### config.mk
export PLATFORM = sky130hd
export DESIGN_NAME = cjb_alu_status_reg_v
export DESIGN_NICKNAME = d
export VERILOG_FILES = /design/src/rtl/cjb_alu_status_reg_v.sv
export SDC_FILE = /design/constraint.sdc
export NUM_CORES = 1
export LEC_CHECK = 0
export CORE_ASPECT_RATIO = 1.25
export CORE_MARGIN = 5
export CORE_UTILIZATION = 50
export DETAILED_ROUTE_END_ITERATION = 7
export MAX_ROUTING_LAYER = met4
export PLACE_DENSITY = 0.73
export SKIP_LAST_GASP = 1
export SLEW_MARGIN = 25
export SYNTH_ARGS = -nofsm -noshare
export SYNTH_HDL_FRONTEND = slang
export SYNTH_SLANG_ARGS = --single-unit
### constraint.sdc
create_clock -name clk -period 2.65 [get_ports clk]
set_input_delay 0.795 -clock clk [delete_from_list [all_inputs] [get_ports clk]]
set_output_delay 0.795 -clock clk [all_outputs]
set_load 0.02 [all_outputs]
### src/rtl/cjb_alu_status_reg_v.sv
// ALU result/status staging: a 2-entry in-order buffer of {flag_we, cnvz, result}
// that feeds register-file writeback and commits condition codes only when an
// entry leaves the buffer.
module cjb_alu_status_reg_v (
    input  logic       clk,
    input  logic       rst_n,
    input  logic [7:0] unit_result_i,
    input  logic [3:0] unit_cnvz_i,
    input  logic [3:0] flag_we_i,
    input  logic       in_valid_i,
    output logic       in_ready_o,
    output logic [7:0] out_result_o,
    output logic       out_valid_o,
    input  logic       out_ready_i,
    input  logic       clear_flags_i,
    output logic [3:0] status_cnvz_o,
    output logic [1:0] occupancy_o
);

    localparam int unsigned RES_W   = 8;
    localparam int unsigned FLAG_W  = 4;
    localparam int unsigned ENTRY_W = RES_W + FLAG_W + FLAG_W;
    localparam int unsigned OCC_W   = 2;
    localparam logic [OCC_W-1:0] OCC_FULL = 2'd2;

    // Entry layout: {flag_we[15:12], cnvz[11:8], result[7:0]}
    logic [ENTRY_W-1:0] mem_q [2];
    logic               wr_ptr_q, wr_ptr_d;
    logic               rd_ptr_q, rd_ptr_d;
    logic [OCC_W-1:0]   occ_q, occ_d;
    logic [FLAG_W-1:0]  status_q, status_d;
    logic [RES_W-1:0]   out_result_q, out_result_d;
    logic               out_valid_q, out_valid_d;
    logic               in_ready_q, in_ready_d;
    logic               push, pop;
    logic [ENTRY_W-1:0] in_entry;
    logic [ENTRY_W-1:0] head_entry;
    logic [FLAG_W-1:0]  head_we, head_cnvz;

    assign in_entry   = {flag_we_i, unit_cnvz_i, unit_result_i};
    assign head_entry = mem_q[rd_ptr_q];
    assign head_we    = head_entry[ENTRY_W-1 -: FLAG_W];
    assign head_cnvz  = head_entry[RES_W +: FLAG_W];

    // Handshakes qualified by the registered ready/valid so refused requests are no-ops
    assign push = in_valid_i & in_ready_q;
    assign pop  = out_valid_q & out_ready_i;

    // Next-state: pointers, occupancy, registered head view and condition codes
    always_comb begin
        wr_ptr_d     = wr_ptr_q;
        rd_ptr_d     = rd_ptr_q;
        occ_d        = occ_q;
        status_d     = status_q;
        out_result_d = '0;
        out_valid_d  = 1'b0;
        in_ready_d   = 1'b1;

        if (push) wr_ptr_d = ~wr_ptr_q;
        if (pop)  rd_ptr_d = ~rd_ptr_q;
        occ_d = occ_q + OCC_W'(push) - OCC_W'(pop);

        // Head next cycle is either the entry being written now or a stored one
        if (occ_d != '0) begin
            out_valid_d = 1'b1;
            if (push && (wr_ptr_q == rd_ptr_d)) begin
                out_result_d = unit_result_i;
            end else begin
                out_result_d = mem_q[rd_ptr_d][RES_W-1:0];
            end
        end
        in_ready_d = (occ_d != OCC_FULL);

        // Clear wins over a same-cycle commit; the pop itself still happens
        if (clear_flags_i) begin
            status_d = '0;
        end else if (pop) begin
            status_d = (status_q & ~head_we) | (head_cnvz & head_we);
        end
    end

    // Control and status state
    always_ff @(posedge clk or negedge rst_n) begin
        if (!rst_n) begin
            wr_ptr_q     <= 1'b0;
            rd_ptr_q     <= 1'b0;
            occ_q        <= '0;
            status_q     <= '0;
            out_result_q <= '0;
            out_valid_q  <= 1'b0;
            in_ready_q   <= 1'b1;
        end else begin
            wr_ptr_q     <= wr_ptr_d;
            rd_ptr_q     <= rd_ptr_d;
            occ_q        <= occ_d;
            status_q     <= status_d;
            out_result_q <= out_result_d;
            out_valid_q  <= out_valid_d;
            in_ready_q   <= in_ready_d;
        end
    end

    // Entry storage, written at the tail on an accepted push
    always_ff @(posedge clk or negedge rst_n) begin
        if (!rst_n) begin
            mem_q[0] <= '0;
            mem_q[1] <= '0;
        end else if (push) begin
            mem_q[wr_ptr_q] <= in_entry;
        end
    end

    assign in_ready_o    = in_ready_q;
    assign out_result_o  = out_result_q;
    assign out_valid_o   = out_valid_q;
    assign status_cnvz_o = status_q;
    assign occupancy_o   = occ_q;

endmodule

==> impl_results.md, run 1 <==
- Hold_buf cts: 0
- Fillers: 345
- Starting Density: 50.8%
- TNS Setup: 0 ns
- Worst setup SP type: primary input
- PwrDens: 1240 nW/µm²
- Sequential area share after synthesis: 56.6%
- GR Util All Layers: 17.6%
- Area of the core: 4360 µm²
- Chip height: 84.4 µm
- Pre-CTS WS: 0.0242 ns
- Largest cells by area after synthesis: dfrtp_1 55%, mux2_1 14%, a211oi_2 4.5%, mux2i_1 3.6%, a21oi_1 2.0%
- Minimum clock period after layout: 2.36 ns
- RR Endpoint: out_result_o[5]$_DFF_PN0_
- Post-cts resize count: 0
- Max cap viols: 0
- Post-synth cell types: 34
- CP Capture Type: register
- WHS Path Cells: 1
- Crit path arrival time: 2.56 ns
- Worst setup path category: primary input to register
- Required time worst endpoint: 2.86 ns
- Die X: 69.5 µm
- Layout cell share with drive strength beyond 1: 15.7%
- Worst R2R Setup Slack: 0.74 ns
- Worst Setup Slack, final: 0.295 ns
- Share of flip-flops with an asynchronous set or reset: 100%
- First-pass GRT wire length: 8020 µm
- Most common cell in the netlist: dfrtp_1
- Final ANT Viol Nets: 0
- Clock Tree Root: clkbuf_8
- Worst min-delay path startpoint: mem_q[8]$_DFFE_PN0P_
- FF+latch count, synth: 50
- Routed len/inst: 16.7 µm
- Netlist Area Pre-Place: 2210 µm²
- Lkg Pwr: 0.00118 µW
- Post-synth EDFFs: 0
- RSZ-0062 raised after global routing: false
- Status: finished clean
- Die ar.: 5870 µm²
- Clock skew: 0.00761 ns
- DP HPWL: 3430 µm
- Fin. Hold Viols: 0
- Final period util: 88.9%
- Clock Sinks: 50
- Clock buffer depth: 2
- Max transition margin: 52.4%
- Yosys warnings: 0
- Synth top cells by count: 49 x dfrtp_1, 28 x mux2_1, 12 x nor2_1
- Antenna cells: 0
- Reg2reg start: in_ready_o$_DFF_PN1_
- Vias in the first global route: 1680
- Max FO, Critical Path: 9
- I/O Pins: 37
- GR Overflow Total: 0
- Synth area leader: dfrtp_1
- Layout Nets: 238
- CTS tree: yes
- Final setup fails: 0
- Hold EP: mem_q[8]$_DFFE_PN0P_
- Rows: 27
- Synthesized Nets: 192
- Drt first pass iters: 4
- Antenna violations before repair: 0
- Drt via density: 5.37
- Placer Congestion: 0.815
- Worst-path clk slew: 0.08 ns
- Worst reg2reg path depth: 8
- Area of the multi-input gates: 888 µm²
- Post-Syn Instances: 170
- Number of post-CTS setup repair buffers: 0
- Synth top area share: 55.4%
- Clk Latency, worst-skew pair: 0.30 ns
- I/O Buffers: 36
- Drt drc: 0
- VDD IR max: 0.650 mV
- Worst Max-Slew Pin Slew: 0.714 ns
- Syn avg cell area: 13.0 µm²
- Syn-to-layout area delta: 25.5%
- Register area: 1250 µm²
- H-Tree Level Count: 2
- Crit path from: in_valid_i
- Worst Hold Class: register to register
- DR vias: 1477
- Hold Worst Slack: 0.483 ns
- Peak Freq: 425 MHz
- 1st-iter DRT viols: 95
- Pin count of the biggest net entering global routing: 33
- Final slew viol count: 0
- TritonCTS Buffers: 5
- Drt total wl: 4600 µm
- Main synth FF type: dfrtp_1
report_power, final:
part           internal (µW)  total, µW  switching (µW)
clock network            278        513             235
logic                    778       1530             751
registers               1150       1390             243
per-stage QoR:
stage          instance area (µm²)  power [µW]  instances  utilization, %
2_1_floorplan                 2210        2420        170               -
3_3_place_gp                  2670        2850        267            61.3
3_5_place_dp                  2670        2950        267            61.3
4_1_cts                       2780        3480        275            63.8
5_1_grt                       2780        3680        275            63.8
6_report                      2780        3440        275            63.8
critical path, stage by stage:
cell and delay, ns:
clkdlybuf4s50_1 0.48, nand2_1 0.11, xnor2_1 0.21, ha_1 0.21, xnor2_1 0.14, nand3_1 0.11
nor3b_2 0.16, buf_4 0.18, a211oi_2 0.17
final cells by class:
cell class	instances	share of cell area, %
inverter	5	0.675
sequential	50	45.1
timing repair buffer	47	15.8
multi-input combinational	107	32.0
clock buffer	5	2.48
clock inverter	3	1.44
tap	58	2.61
cells in the final DEF (no fill, tap or decap), types with 5 or more instances in the layout:
cell	instances
o21ai_1	5
a211oi_2	8
mux2_1	28
a21oi_1	9
clkdlybuf4s50_1	35
nand2_1	5
mux2i_1	8
dfrtp_1	49
inv_1	5
clkbuf_8	5
nor2_1	12
buf_4	11
registers in the layout, summed over array words and instances (netlist names):
signal,flops
mem_q,32
out_result_o,8
status_cnvz_o,4
occupancy_o,2
in_ready_o,1
out_valid_o,1
rd_ptr_q,1
wr_ptr_q,1
per-layer routing:
layer	vias to the layer above	track usage [%]	wire length (µm)
met2	31	30.9	2490
met5	-	-	0
met1	741	19.3	1890
met3	6	4.79	170
li1	699	-	-
met4	0	5.15	53
cells by family after synthesis:
| group | Yosys count | synth area share, % |
|---|---|---|
| AOI/OAI and AO/OA | 34 | 12.1 |
| xor gates and xnor gates | 3 | 1.19 |
| adders and majority gates | 1 | 0.565 |
| buffers and inverters | 13 | 3.33 |
| DFF | 50 | 56.6 |
| muxes | 37 | 18.4 |
| and+or+nand+nor | 32 | 7.85 |
how the worst max path moves through the flow:
stage	slack [ns]	endpoint	cells past startpoint
after global placement	0.07	out_result_o[0]$_DFF_PN0_	6
after floorplan	0.08	out_valid_o$_DFF_PN0_	8
after global routing	0.09	out_result_o[7]$_DFF_PN0_	9
after detailed placement	0.02	out_result_o[6]$_DFF_PN0_	9
after CTS	0.29	out_result_o[6]$_DFF_PN0_	9
final	0.29	out_result_o[5]$_DFF_PN0_	9
(Power assumes the default switching activity.)
==> run 2, diff against run 1 <==
--- a/config.mk
+++ b/config.mk
@@ -6,7 +6,7 @@
 export NUM_CORES = 1
 export LEC_CHECK = 0
 export CORE_ASPECT_RATIO = 1.25
-export CORE_MARGIN = 5
+export CORE_MARGIN = 2
 export CORE_UTILIZATION = 50
 export DETAILED_ROUTE_END_ITERATION = 7
 export MAX_ROUTING_LAYER = met4
==> impl_results.md, run 2 (same netlist as run 1, synthesis figures left out) <==
- Clock buffer depth: 2 (unchanged)
- Rows: 27 (unchanged)
- Max cap viols: 0 (unchanged)
- Max FFs per register: 32 (unchanged)
- Max transition margin: 54.2% (was 52.4%)
- H-Tree Level Count: 2 (unchanged)
- Number of post-CTS setup repair buffers: 0 (unchanged)
- TNS Setup: 0 ns (unchanged)
- TritonCTS Buffers: 5 (unchanged)
- Minimum clock period after layout: 2.35 ns (was 2.36 ns)
- Commonest cells after routing, fill and taps aside: 49 x dfrtp_1, 35 x clkdlybuf4s50_1, 28 x mux2_1 (unchanged)
- Clock skew: 0.00974 ns (was 0.00761 ns)
- Die ar.: 4980 µm² (was 5870 µm²)
- Status: finished clean (unchanged)
- GR Util All Layers: 20.0% (was 17.6%)
- Drt drc: 0 (unchanged)
- Worst Max-Slew Pin Slew: 0.687 ns (was 0.714 ns)
- P_sw: 1220 µW (was 1230 µW)
- Crit path largest cell delay: 0.42 ns (was 0.48 ns)
- Combinational share of power: 45.7% (was 44.5%)
- Drt via density: 5.37 (about the same)
- Crit path cell chain: clkdlybuf4s50_1, buf_4, and3b_1, or4_4, and2_1, a211oi_2 (was clkdlybuf4s50_1, nand2_1, xnor2_1, ha_1, xnor2_1, nand3_1, nor3b_2, buf_4, a211oi_2)
- Slowest-stage cell, CP: clkdlybuf4s50_1 (unchanged)
- Clock Tree Root: clkbuf_8 (unchanged)
- Commonest non-fill, non-tap cell in the layout: dfrtp_1 (unchanged)
- DP HPWL: 3290 µm (was 3430 µm)
- Register area: 1250 µm² (unchanged)
- Syn-to-layout area delta: 25.4% (was 25.5%)
- Fillers: 354 (was 345)
- Routed len/inst: 16.0 µm (was 16.7 µm)
- PwrDens: 1210 nW/µm² (was 1240 nW/µm²)
- Post-cts resize count: 0 (unchanged)
- 1st-iter DRT viols: 70 (was 95)
- Vias in the first global route: 1578 (was 1680)
- Area of the multi-input gates: 888 µm² (unchanged)
- Layout cell share with drive strength beyond 1: 16.0% (was 15.7%)
- Final setup fails: 0 (unchanged)
- Placer Congestion: 0.855 (was 0.815)
- Layout Nets: 240 (was 238)
- I/O Pins: 37 (unchanged)
- Worst-path clk slew: 0.09 ns (was 0.08 ns)
- Clock network fraction of total power: 13.3% (was 14.9%)
- Worst setup SP type: primary input (unchanged)
- Final period util: 88.6% (was 88.9%)
- VDD IR max: 0.569 mV (was 0.650 mV)
- Net Sw Frac: 36.2% (was 35.8%)
- Required time worst endpoint: 2.86 ns (about the same)
- Biggest register: mem_q (unchanged)
- Worst setup path category: primary input to register (unchanged)
- Pin count of the biggest net entering global routing: 33 (unchanged)
- Hold_buf cts: 0 (unchanged)
- CP Capture Type: register (unchanged)
- Final ANT Viol Nets: 0 (unchanged)
- Chip height: 78.4 µm (was 84.4 µm)
- DR vias: 1487 (was 1477)
- Lkg Pwr: 0.00118 µW (about the same)
- Drt total wl: 4440 µm (was 4600 µm)
- Final slew viol count: 0 (unchanged)
- Max FO, Critical Path: 8 (was 9)
- Fin util: 64.2% (was 63.8%)
- P_int: 2150 µW (was 2210 µW)
- Starting Density: 51.2% (was 50.8%)
- Sequential power share: 41.0% (was 40.6%)
- Peak Freq: 426 MHz (was 425 MHz)
- Die X: 63.5 µm (was 69.5 µm)
- Area of the core: 4320 µm² (was 4360 µm²)
- Antenna violations before repair: 0 (unchanged)
- Clk Latency, worst-skew pair: 0.30 ns (about the same)
- Final Power: 3370 µW (was 3440 µW)
- Drt first pass iters: 4 (unchanged)
- Crit path arrival time: 2.56 ns (about the same)
- GR Overflow Total: 0 (unchanged)
- RSZ-0062 raised after global routing: false (unchanged)
- Fin. Hold Viols: 0 (unchanged)
- Antenna cells: 0 (unchanged)
- I/O Buffers: 36 (unchanged)
- First-pass GRT wire length: 7450 µm (was 8020 µm)
- Clock Sinks: 50 (unchanged)
- Worst Hold Class: register to register (unchanged)
- CTS tree: yes (unchanged)
-- run 2: changes by cell type in the layout (fill, tap and decap cells not counted) --
cell	previous run	this run
buf_4	11	13
bufinv_16	1	0
clkbuf_1	0	1
clkbuf_8	5	6
clkinv_2	2	1
-- run 2: path summary, 6_finish.rpt --
kind / startpoint / to / slack (ns) / depth (start not counted)
worst min-delay path: mem_q[8]$_DFFE_PN0P_ / mem_q[8]$_DFFE_PN0P_ / 0.48 / 1
min in group asynchronous: rst_n / mem_q[9]$_DFFE_PN0P_ / 0.53 / 1
worst min register to register: mem_q[8]$_DFFE_PN0P_ / mem_q[8]$_DFFE_PN0P_ / 0.48 / 1
max in group asynchronous: rst_n / in_ready_o$_DFF_PN1_ / 1.42 / 2
worst max register to register: rd_ptr_q$_DFF_PN0_ / out_result_o[6]$_DFF_PN0_ / 0.75 / 4
worst max-delay path: out_ready_i / out_result_o[6]$_DFF_PN0_ / 0.30 / 6
-- run 2: metrics by stage --
step                      worst slack, ns  instance area, µm²  hold WS (ns)  std cells
final                               0.303                2780         0.482        277
after global routing                0.225                2780         0.511        277
after CTS                           0.327                2780         0.488        277
after detailed placement          0.00534                2690         0.467        269
after global placement             0.0654                2690         0.463        269
after floorplan                    0.0829                2210         0.448        170
-- run 2: layer usage --
| layer | vias to the layer above | track usage, % | part of all wire, % |
|---|---|---|---|
| li1 | 704 | - | - |
| met1 | 727 | 22.4 | 40 |
| met2 | 49 | 34.4 | 53 |
| met3 | 7 | 5.01 | 5.1 |
| met4 | 0 | 7.61 | 1.7 |
| met5 | - | - | 0 |
-- run 2: cell type report --
| type | instances | share of cell area, % |
|---|---|---|
| Clock buffer | 7 | 3.11 |
| Clock inverter | 1 | 0.180 |
| Inverter | 5 | 0.676 |
| Multi-Input combinational cell | 107 | 32.0 |
| Sequential cell | 50 | 45.1 |
| Tap cell | 58 | 2.61 |
| Timing Repair Buffer | 49 | 16.3 |
-- run 2: worst max-delay path: cells and delay by family --
kind,cells,cell delay (ns)
simple gates,3,0.93
buf+inv,2,0.58
compound gates,1,0.25
-- run 2: power groups by stage --
stage / Sequential [µW] / Combinational (µW) / Clock, µW
CTS: 1380 / 1560 / 465
global route: 1430 / 1670 / 497
global placement: 1370 / 1490 / 0
detailed placement: 1400 / 1550 / 0
floorplan: 1450 / 968 / 0
finish: 1380 / 1540 / 449
==> run 3, diff against run 2 <==
--- a/config.mk
+++ b/config.mk
@@ -5,6 +5,7 @@
 export SDC_FILE = /design/constraint.sdc
 export NUM_CORES = 1
 export LEC_CHECK = 0
+export CAP_MARGIN = 5
 export CORE_ASPECT_RATIO = 1.25
 export CORE_MARGIN = 2
 export CORE_UTILIZATION = 50
==> results of run 3 <==
No change in the layout: final DEF, timing and power equal those of run 2.
